==> config.mk <==
export PLATFORM = sky130hd
export DESIGN_NAME = svc_axi_sram_if_rd
export DESIGN_NICKNAME = d
export VERILOG_FILES = /design/src/rtl/svc_axi_sram_if_rd.sv
export SDC_FILE = /design/constraint.sdc
export NUM_CORES = 1
export LEC_CHECK = 0
export ABC_AREA = 1
export CAP_MARGIN = 30
export CORE_MARGIN = 8
export CORE_UTILIZATION = 54
export CTS_CLUSTER_SIZE = 10
export DETAILED_ROUTE_END_ITERATION = 10
export GPL_TIMING_DRIVEN = 0
export PLACE_DENSITY = 0.95
export SYNTH_ARGS = -nofsm -noshare
export SYNTH_HDL_FRONTEND = slang
export SYNTH_SLANG_ARGS = --single-unit
==> constraint.sdc <==
create_clock -name clk -period 4.1 [get_ports clk]
set_clock_uncertainty 0.1 [all_clocks]
set_input_delay 1.025 -clock clk [delete_from_list [all_inputs] [get_ports clk]]
set_output_delay 1.025 -clock clk [all_outputs]
set_load 0.02 [all_outputs]
==> src/rtl/svc_axi_sram_if_rd.sv <==
// ---------------------------------------------------------------------------
// svc_axi_sram_if_rd
//
// Purpose:
//   Read half of the AXI4-to-SRAM bridge. The block accepts one AR burst at a
//   time and turns it into one SRAM read command per beat. Each command
//   carries {id, last} metadata. The SRAM controller returns that metadata
//   with the read data, so the R channel is a plain combinational
//   pass-through of the SRAM response port and needs no tracking state here.
//
// Ports:
//   clk, rst_n            - clock; synchronous active-low reset
//   s_axi_ar*             - AXI read address channel (slave side)
//   s_axi_r*              - AXI read data channel (slave side)
//   sram_rd_cmd_*         - SRAM read command: word address + {id, last}
//   sram_rd_resp_*        - SRAM read response: data + {id, last}
// ---------------------------------------------------------------------------
module svc_axi_sram_if_rd #(
    parameter int  AXI_ADDR_WIDTH = 20,
    parameter int  AXI_DATA_WIDTH = 16,
    parameter int  AXI_ID_WIDTH   = 4,
    localparam int LSB            = $clog2(AXI_DATA_WIDTH) - 3,
    localparam int SAW            = AXI_ADDR_WIDTH - LSB,
    localparam int MW             = AXI_ID_WIDTH + 1
) (
    input  logic                      clk,
    input  logic                      rst_n,

    input  logic                      s_axi_arvalid,
    output logic                      s_axi_arready,
    input  logic [AXI_ID_WIDTH-1:0]   s_axi_arid,
    input  logic [AXI_ADDR_WIDTH-1:0] s_axi_araddr,
    input  logic [7:0]                s_axi_arlen,
    input  logic [2:0]                s_axi_arsize,
    input  logic [1:0]                s_axi_arburst,

    output logic                      s_axi_rvalid,
    input  logic                      s_axi_rready,
    output logic [AXI_ID_WIDTH-1:0]   s_axi_rid,
    output logic [AXI_DATA_WIDTH-1:0] s_axi_rdata,
    output logic [1:0]                s_axi_rresp,
    output logic                      s_axi_rlast,

    output logic                      sram_rd_cmd_valid,
    input  logic                      sram_rd_cmd_ready,
    output logic [SAW-1:0]            sram_rd_cmd_addr,
    output logic [MW-1:0]             sram_rd_cmd_meta,

    input  logic                      sram_rd_resp_valid,
    output logic                      sram_rd_resp_ready,
    input  logic [AXI_DATA_WIDTH-1:0] sram_rd_resp_data,
    input  logic [MW-1:0]             sram_rd_resp_meta
);

    localparam int AW = AXI_ADDR_WIDTH;
    localparam int IW = AXI_ID_WIDTH;

    typedef enum logic {
        IDLE,
        BURST
    } state_t;

    state_t          state;
    logic [AW-1:0]   cur_addr;
    logic [IW-1:0]   id_q;
    logic [7:0]      len_q;
    logic [2:0]      size_q;
    logic [1:0]      burst_q;
    logic [7:0]      beat_cnt;
    logic            cmd_valid_q;

    logic [AW-1:0]   step;
    logic [AW-1:0]   incr_addr;
    logic [AW-1:0]   wrap_mask;
    logic            wrap_ok;
    logic [AW-1:0]   next_addr;
    logic            last_beat;
    logic            cmd_fire;

    // A new burst can only be taken while no burst is in flight. arready is
    // derived straight from the state register, so it rises the cycle after
    // the final command is accepted, never in the same cycle.
    assign s_axi_arready = (state == IDLE);

    assign last_beat = (beat_cnt == 8'd0);
    assign cmd_fire  = cmd_valid_q && sram_rd_cmd_ready;

    // Address step and wrap boundary. Both are powers of two, so the
    // multiply (len+1)*step reduces to a shift. Only 2/4/8/16-beat wraps are
    // legal; any other length falls back to incrementing.
    assign step      = AW'(1) << size_q;
    assign incr_addr = cur_addr + step;
    assign wrap_mask = ((AW'(len_q) + AW'(1)) << size_q) - AW'(1);
    assign wrap_ok   = (len_q == 8'd1) || (len_q == 8'd3) ||
                       (len_q == 8'd7) || (len_q == 8'd15);

    // Next beat address. Reserved burst type 11 is treated as INCR.
    always_comb begin
        next_addr = incr_addr;
        case (burst_q)
            2'b00: next_addr = cur_addr;
            2'b10: begin
                if (wrap_ok) begin
                    next_addr = (cur_addr & ~wrap_mask) | (incr_addr & wrap_mask);
                end
            end
            default: next_addr = incr_addr;
        endcase
    end

    // Burst sequencer. The AR handshake loads the burst and raises
    // cmd_valid on the same edge, so the first command appears one cycle
    // later. Command fields are only updated on an accepted command, which
    // keeps them stable while the SRAM side stalls.
    always_ff @(posedge clk) begin
        if (!rst_n) begin
            state       <= IDLE;
            cmd_valid_q <= 1'b0;
            beat_cnt    <= 8'd0;
            cur_addr    <= '0;
            id_q        <= '0;
            len_q       <= 8'd0;
            size_q      <= 3'd0;
            burst_q     <= 2'b00;
        end else begin
            case (state)
                IDLE: begin
                    if (s_axi_arvalid) begin
                        id_q        <= s_axi_arid;
                        cur_addr    <= s_axi_araddr;
                        len_q       <= s_axi_arlen;
                        size_q      <= s_axi_arsize;
                        burst_q     <= s_axi_arburst;
                        beat_cnt    <= s_axi_arlen;
                        cmd_valid_q <= 1'b1;
                        state       <= BURST;
                    end
                end
                BURST: begin
                    if (cmd_fire) begin
                        if (last_beat) begin
                            cmd_valid_q <= 1'b0;
                            state       <= IDLE;
                        end else begin
                            beat_cnt <= beat_cnt - 8'd1;
                            cur_addr <= next_addr;
                        end
                    end
                end
                default: begin
                    cmd_valid_q <= 1'b0;
                    state       <= IDLE;
                end
            endcase
        end
    end

    assign sram_rd_cmd_valid = cmd_valid_q;
    assign sram_rd_cmd_addr  = cur_addr[AW-1:LSB];
    assign sram_rd_cmd_meta  = {id_q, last_beat};

    // R channel: the SRAM response already carries id and last, so it is
    // forwarded unchanged with no buffering and no link to the command side.
    assign s_axi_rvalid       = sram_rd_resp_valid;
    assign sram_rd_resp_ready = s_axi_rready;
    assign s_axi_rdata        = sram_rd_resp_data;
    assign s_axi_rid          = sram_rd_resp_meta[MW-1:1];
    assign s_axi_rlast        = sram_rd_resp_meta[0];
    assign s_axi_rresp        = 2'b00;

endmodule

==> flow_summary.json <==
{
  "status": "completed",
  "path_buf_inv": 5,
  "slew_headroom": 0.526,
  "synth_top_area_cell": "dfxtp_1",
  "first_pass_iters": 8,
  "cts_tree": "built",
  "antenna_found_initial": 0,
  "vias": 4966,
  "grt_pass1_vias": 4970,
  "path_cells": "clkbuf_1 -> inv_1 -> clkbuf_1 -> clkbuf_1 -> clkdlybuf4s50_1",
  "ant_nets": 0,
  "top_layer_used": "met4",
  "clockBufferDepth": 2,
  "clk_pin_slew_ns": 0.10,
  "setup_tns_ns": 0,
  "crit_path_end_kind": "output pin",
  "min_delay_path_depth": 2,
  "vias_per_cell": 5.61,
  "critPathLaunchType": "flop",
  "total_power_mw": 1.62,
  "critPathSlowestCell": "clkdlybuf4s50_1",
  "crit_top_cell": "clkbuf_1",
  "setup_ws_ns": 0.285,
  "synth_area_leaders": "dfxtp_1 22%, nand2_1 12%, nand3_1 8.3%",
  "ys_types": 44,
  "io_buffer_count": 89,
  "cpPeakStageDelay_ns": 0.71,
  "cts_resized": 0,
  "hold_viol": 0,
  "critical_path_class": "flop to output pin",
  "io_pins": 115,
  "preCtsSetupSlack_ns": 0.651,
  "area_growth_pct": 25.9,
  "p_leak_nw": 2.47,
  "antenna_cells": 0,
  "setup-violations-final": 0,
  "fin_crit_sh": 0.931,
  "synth.avg_cell_area_sq_um": 6.27,
  "gp_routability_congestion": 0.949,
  "grt_max_degree": 16,
  "post-cts-setup-buffers": 0,
  "hp-class": "flop to flop",
  "min_period_ns": 3.82,
  "synth_top_cells_by_count": "133 x nand2_1, 71 x nand3_1, 62 x nor2_1",
  "clockRootBuffer": "clkbuf_8",
  "hold_ws_ns": 0.383,
  "synth_ff_type": "dfxtp_1",
  "clock_latency_ns": 0.30,
  "die_w_um": 105,
  "cts_made_buffers": 5,
  "crit_fanout": 10,
  "yosys.area.top_type_share": 0.219,
  "reg2reg_depth": 18,
  "nets": 860,
  "rsz0062_at_grt": "no",
  "dp_hpwl_um": 10900,
  "initial_core_util": 0.556,
  "netlist_instances": 685,
  "fin_area_sq_um": 5410,
  "cts_sinks": 47,
  "grt_pass1_wl_um": 21900,
  "wirelength_met1_um": 5330,
  "irDropWorstVdd_mv": 0.211,
  "track_usage": 0.234,
  "worst_slew_pin_slew_ns": 0.711,
  "fp-row-count": 32,
  "yosysMostFrequentCell": "nand2_1",
  "ys_ff_latch": 47,
  "seq_area_frac_synth": 0.219,
  "dieHeight_um": 105,
  "cap_violations": 0,
  "initialDrtViolationCount": 408,
  "overflow": 0,
  "drc": 0,
  "dieArea_sq_um": 11100,
  "wl_met2_um": 6590,
  "dr_wl_met3_um": 1160,
  "power.density_nw_per_um2": 299,
  "hold_buffers": 0,
  "required_ns": 2.97,
  "syn_area_sq_um": 4300,
  "placeableCoreArea_sq_um": 7730,
  "r2r_start": "size_q[0]",
  "synth_warnings": 0,
  "fmax_ghz": 0.262,
  "synth_edf_count": 0,
  "placed_area_sq_um": 5320,
  "slew_viol_final": 0,
  "drt_wl_total_um": 13500,
  "cp_top_family": "buffers and inverters",
  "async_flop_share": 0,
  "htreeDepth": 2,
  "wire_per_inst_um": 15.2,
  "cp_data_arrival_time_ns": 2.69,
  "drive_above_1_share": 0.143,
  "r2r_setup_slack_ns": 0.97
}
## stage by stage
step | instances | util
final | 885 | 0.700
after global routing | 885 | 0.700
after CTS | 885 | 0.700
after detailed placement | 877 | 0.688
after global placement | 877 | 0.688
after floorplan | 686 | -
## area by class of cell
type                       instances  area, sq um
tap                              102          128
buffer                            71          452
inverter                          71          268
sequential                        47          941
clock buffer                       6         72.6
multi-input combinational        497         2640
timing repair buffer              89          891
clock inverter                     2         16.3
fill                             647         2320
## routing by layer
layer | track usage | vias to the layer above
li1 | - | 2422
met1 | 0.259 | 2246
met2 | 0.420 | 260
met5 | 0 | -
met3 | 0.0504 | 38
met4 | 0.104 | 0
## logic make-up (layout without fill, tap and decap cells)
group | after synthesis | in the layout | share of synthesized area
xor gates and xnor gates | 13 | 13 | 0.0265
other | 1 | 2 | 0.000873
and+or+nand+nor | 330 | 330 | 0.363
muxes | 3 | 3 | 0.00699
AOI/OAI and AO/OA | 135 | 135 | 0.173
adders and majority gates | 14 | 14 | 0.0425
buffers and inverters | 142 | 239 | 0.167
DFF | 47 | 47 | 0.219
## placed cells by master (no fill, tap or decap), types with 3 or more instances in the layout
cell / count
mux2i_1: 3
nand3_1: 71
a21oi_1: 50
nor2_1: 62
inv_2: 10
inv_1: 59
nand2_1: 133
o211ai_1: 3
nand4_1: 12
a31oi_1: 8
nand2_2: 12
xor2_1: 9
o21ai_1: 12
o21bai_1: 5
clkbuf_8: 5
nor2_2: 6
clkdlybuf4s50_1: 89
a211oi_1: 3
dfxtp_1: 47
nor2_4: 5
buf_2: 10
buf_4: 46
nand3_2: 9
clkbuf_1: 16
xnor2_1: 4
ha_1: 13
nor3_1: 11
o21ai_0: 46
## worst min-delay path, delay by kind of cell, from the launching register on
family                 cells  cell delay (ns)
DFF                        1             0.33
AOI/OAI and AO/OA          1             0.05
buffers and inverters      1             0.05
## power breakdown
| group | total (mW) | leakage (nW) | switching, mW | internal [mW] |
|---|---|---|---|---|
| Combinational | 0.764 | 2.04 | 0.445 | 0.319 |
| Sequential | 0.562 | 0.390 | 0.0540 | 0.508 |
| Clock | 0.289 | 0.0418 | 0.166 | 0.123 |
## worst max-delay path by stage
stage,endpoint,depth (start not counted),start,slack (ns)
final,s_axi_arready,5,state,0.28
after global routing,s_axi_arready,5,state,0.21
after CTS,s_axi_arready,5,state,0.30
after detailed placement,s_axi_arready,5,state,0.65
after global placement,s_axi_arready,5,state,0.66
after floorplan,flop,19,size_q[1],1.53
(Power assumes the default switching activity.)
==> variant 1, RTL diff (same settings) <==
`AXI_DATA_WIDTH`: 16 -> 8.
--- a/src/rtl/svc_axi_sram_if_rd.sv
+++ b/src/rtl/svc_axi_sram_if_rd.sv
@@ -17,7 +17,7 @@
 // ---------------------------------------------------------------------------
 module svc_axi_sram_if_rd #(
     parameter int  AXI_ADDR_WIDTH = 20,
-    parameter int  AXI_DATA_WIDTH = 16,
+    parameter int  AXI_DATA_WIDTH = 8,
     parameter int  AXI_ID_WIDTH   = 4,
     localparam int LSB            = $clog2(AXI_DATA_WIDTH) - 3,
     localparam int SAW            = AXI_ADDR_WIDTH - LSB,
Ports: changed (resized s_axi_rdata, sram_rd_cmd_addr and sram_rd_resp_data); port bits go from 115 to 100. The function was not compared with the original's and may differ.
==> variant 1 against the original RTL <==
Design area is 5.1% lower. Worst setup slack better by 0.00098 ns. Sequential share of layout area up 0.93 points. Critical path depth is the same. Sequential cell count is the same. Total power decreased by 2.3%. Combinational power fell by 6.3%. Area after synthesis decreased by 4.7%. Routed wire length decreased by 2.5%. Via count decreased by 1.9%. Largest cell class unchanged.
==> variant 1: results (changes against the original RTL) <==
set qor(path_max_fanout) 10 ;# unchanged
set qor(routabilityCongestion) 0.9498 ;# +0.14%
set qor(route.final.wire_length_mm) 13.14 ;# -2.5%
set qor(detailed_place_hpwl_mm) 10.34 ;# -5.4%
set qor(via_count) 4870 ;# -1.9%
set qor(pin_count_of_the_biggest_net_entering_global_routing) 15 ;# -1
set qor(detailroute.wirelength.met2_mm) 6.242 ;# -5.3%
set qor(synth.lib_cells_used.distinct) 44 ;# unchanged
set qor(ir_drop_uv) 197.7 ;# -6.2%
set qor(postCtsSetupRepairBufs) 0 ;# unchanged
set qor(timing_worst_slew_pin_value_ns) 0.7166 ;# +0.006026 ns
set qor(wl_met3_mm) 1.258 ;# +8.3%
set qor(yosysSeqAreaShare) 0.2299 ;# +0.01085
set qor(met1Wirelength_mm) 5.313 ;# -0.38%
set qor(min_delay_path_depth) 2 ;# unchanged
set qor(yosys_most_used_dff) {sky130_fd_sc_hd__dfxtp_1}
set qor(layout.nets) 818 ;# -4.9%
set qor(buffer_ports.inserted) 82 ;# -7.9%
set qor(post_route_cells_drive_above_1_share) 0.1136 ;# -0.02940
set qor(postPlaceCellArea_um2) 5041 ;# -5.2%
set qor(status) {finished, final reports clean}
set qor(grt_pass1_vias) 4758 ;# -4.3%
set qor(first_iter_violations) 411 ;# +0.74%
set qor(tritoncts.num_buffers) 5 ;# unchanged
set qor(cts-root-to-sink-buffers) 2 ;# unchanged
set qor(num-fill-cells) 652 ;# +0.77%
set qor(drt_pass1_iterations) 5 ;# -3
set qor(cts_resized) 0 ;# unchanged
set qor(first_pass_grt_wire_length_mm) 21.25 ;# -3.2%
set qor(synth.top_cells.by_area) {sky130_fd_sc_hd__dfxtp_1 (23%), sky130_fd_sc_hd__nand2_1 (12%), sky130_fd_sc_hd__nand3_1 (8.7%)}
set qor(hold_slack_ns) 0.3850 ;# +0.002200 ns
set qor(leakagePower_nw) 2.313 ;# -6.4%
set qor(final_antenna_net_count) 0 ;# unchanged
set qor(rr_worst_depth) 19 ;# +1
set qor(power.internal_mw) 0.9273 ;# -2.5%
set qor(grt_use_total) 0.2488 ;# +0.01446
set qor(r2r_start) {size_q[1]}
variant 1: cell types whose count changed after synthesis:
| cell | unedited run | this run |
|---|---|---|
| sky130_fd_sc_hd__buf_4 | 46 | 19 |
variant 1: cell type report:
| cell class | count | area, um^2 | share of cell area |
|---|---|---|---|
| clock buffers | 6 | 82.58 | 0.01609 |
| repair buffers | 82 | 820.8 | 0.1599 |
| well taps | 99 | 123.9 | 0.02413 |
| flip-flops and latches | 47 | 940.9 | 0.1833 |
| inverters | 71 | 267.8 | 0.05217 |
| multi-input cells | 497 | 2639 | 0.5141 |
| plain buffers | 44 | 249.0 | 0.04851 |
| clock inverters | 1 | 8.758 | 0.001706 |
variant 1: metrics by stage:
stage | std cells | setup slack (ns) | util
2_1_floorplan | 659 | 1.511 | -
3_3_place_gp | 840 | 0.6773 | 0.6913
3_5_place_dp | 840 | 0.6705 | 0.6913
4_1_cts | 847 | 0.3229 | 0.7038
5_1_grt | 847 | 0.2199 | 0.7038
6_report | 847 | 0.2858 | 0.7038
variant 1: routing by layer:
metal / GRT usage / up-vias
li1: - / 2361
met1: 0.2930 / 2213
met2: 0.4367 / 260
met3: 0.04186 / 36
met4: 0.09900 / 0
met5: 0 / -
variant 1: critical path, stage by stage, from the launching register on:
cell and delay (ns):
sky130_fd_sc_hd__dfxtp_1 0.31, sky130_fd_sc_hd__clkbuf_1 0.20, sky130_fd_sc_hd__inv_1 0.11, sky130_fd_sc_hd__clkbuf_1 0.55, sky130_fd_sc_hd__clkbuf_1 0.49, sky130_fd_sc_hd__clkdlybuf4s50_1 0.72
variant 1: worst max path at each step:
stage	startpoint	end	slack, ns	cells past startpoint
3_5_place_dp	state	s_axi_arready	0.67	5
4_1_cts	state	s_axi_arready	0.32	5
6_report	state	s_axi_arready	0.29	5
2_1_floorplan	size_q[1]	flop	1.51	19
5_1_grt	state	s_axi_arready	0.22	5
3_3_place_gp	state	s_axi_arready	0.68	5
variant 1: kinds of logic after synthesis:
kind of cell | after synthesis | share of synthesized area
flops | 47 | 0.2299
xor+xnor | 13 | 0.02782
simple gates | 330 | 0.3812
fa+ha+maj | 14 | 0.04464
other cells | 1 | 0.0009163
compound gates | 135 | 0.1819
mux | 3 | 0.007337
buf+inv | 115 | 0.1263
variant 1: power groups by stage:
stage | Sequential [mW] | Combinational [mW] | Clock (mW)
floorplan | 0.596 | 0.437 | 0
global placement | 0.569 | 0.680 | 0
detailed placement | 0.572 | 0.701 | 0
CTS | 0.561 | 0.706 | 0.300
global route | 0.570 | 0.785 | 0.319
finish | 0.564 | 0.716 | 0.299
==> variant 2, RTL diff (same settings) <==
Made on the original files. Reset style: asynchronous (`rst_n`), changed in one clocked block. Comments in the files are not updated.
--- a/src/rtl/svc_axi_sram_if_rd.sv
+++ b/src/rtl/svc_axi_sram_if_rd.sv
@@ -112,7 +112,7 @@
     // cmd_valid on the same edge, so the first command appears one cycle
     // later. Command fields are only updated on an accepted command, which
     // keeps them stable while the SRAM side stalls.
-    always_ff @(posedge clk) begin
+    always_ff @(posedge clk or negedge rst_n) begin
         if (!rst_n) begin
             state       <= IDLE;
             cmd_valid_q <= 1'b0;
Behaviour: differs if rst_n is asserted again (counterexample within 4 cycles, from zero or initial values and one cycle with rst_n low); with rst_n held inactive, the same outputs for 4 cycles.
==> variant 2 against the original RTL <==
Sequential cell count unchanged. Routed wire length down 5.5%. Cell count down 4.6%. Core utilization down 0.99 points. Global-route usage down 1.0 points. Worst setup slack better by 0.36 ns. Design area up 3.2%. Area after synthesis up 3.6%.
Power is not compared: it rests on default switching activity, and its combinational part moved more than twofold at a synthesized area within 25%.
==> variant 2: results (changes against the original RTL) <==
set qor(first_pass_grt_wire_length_mm) 21.51 ;# -2.0%
set qor(sh_seq_area) 0.2107 ;# +0.03668
set qor(netlist_top_cells_count) {sky130_fd_sc_hd__nand2_1 (159), sky130_fd_sc_hd__inv_1 (54), sky130_fd_sc_hd__nor2_1 (51)}
set qor(first_iter_violations) 221 ;# -46%
set qor(postPlaceCellArea_um2) 5493 ;# +3.3%
set qor(synth.top_cells.by_area) {sky130_fd_sc_hd__dfrtp_1 (26%), sky130_fd_sc_hd__nand2_1 (13%), sky130_fd_sc_hd__buf_4 (7.6%)}
set qor(met1_usage) 0.2679 ;# +0.008825
set qor(detailed_place_hpwl_mm) 10.38 ;# -5.0%
set qor(cpPeakStageDelay_ns) 0.37 ;# -0.34 ns
set qor(slowest_stage_cell_on_the_critical_path) {sky130_fd_sc_hd__dfrtp_1}
set qor(status) {finished, final reports clean}
set qor(async_flop_share) 1.000 ;# +1.000
set qor(final_critical_path_setup_slack_ns) 0.6469 ;# +0.3621 ns
set qor(synth_fa_ha_area_frac) 0.04103 ;# -0.001494
set qor(route.final.wire_length_mm) 12.74 ;# -5.5%
set qor(pin_count_of_the_biggest_net_entering_global_routing) 28 ;# +12
set qor(n_all_buffers) 152 ;# -5.0%
set qor(synth.lib_cells_used.distinct) 50 ;# +14%
set qor(yosys.area_share.xor_xnor) 0.01574 ;# -0.01077
set qor(via_count) 4621 ;# -6.9%
set qor(category_of_cells_accounting_for_the_largest_share_of_critical_path_delay) {simple AND/OR/NAND/NOR gates}
set qor(multiInputGateArea_um2) 2615 ;# -0.90%
set qor(detail_route.wl_per_cell_um) 15.09 ;# -0.88%
set qor(synthesized_netlist_cell_count) 640 ;# -6.6%
set qor(met1Wirelength_mm) 5.443 ;# +2.1%
set qor(core_um2) 8093 ;# +4.7%
set qor(grt_use_total) 0.2242 ;# -0.01020
set qor(post-route-cell-area_um2) 5582 ;# +3.2%
## variant 2: cell types whose count changed in the layout (fill, tap and decap cells not counted), moves of 6 or more
| cell | before | now |
|---|---|---|
| sky130_fd_sc_hd__nand2_2 | 12 | 18 |
| sky130_fd_sc_hd__nor2_1 | 62 | 51 |
| sky130_fd_sc_hd__dfrtp_1 | 0 | 47 |
| sky130_fd_sc_hd__clkbuf_1 | 16 | 9 |
| sky130_fd_sc_hd__a21oi_1 | 50 | 36 |
| sky130_fd_sc_hd__o21ai_1 | 12 | 6 |
| sky130_fd_sc_hd__nand2_1 | 133 | 159 |
| sky130_fd_sc_hd__nand3_2 | 9 | 18 |
| sky130_fd_sc_hd__mux2_2 | 0 | 8 |
| sky130_fd_sc_hd__dfxtp_1 | 47 | 0 |
| sky130_fd_sc_hd__o21ai_0 | 46 | 33 |
| sky130_fd_sc_hd__nand3_1 | 71 | 47 |
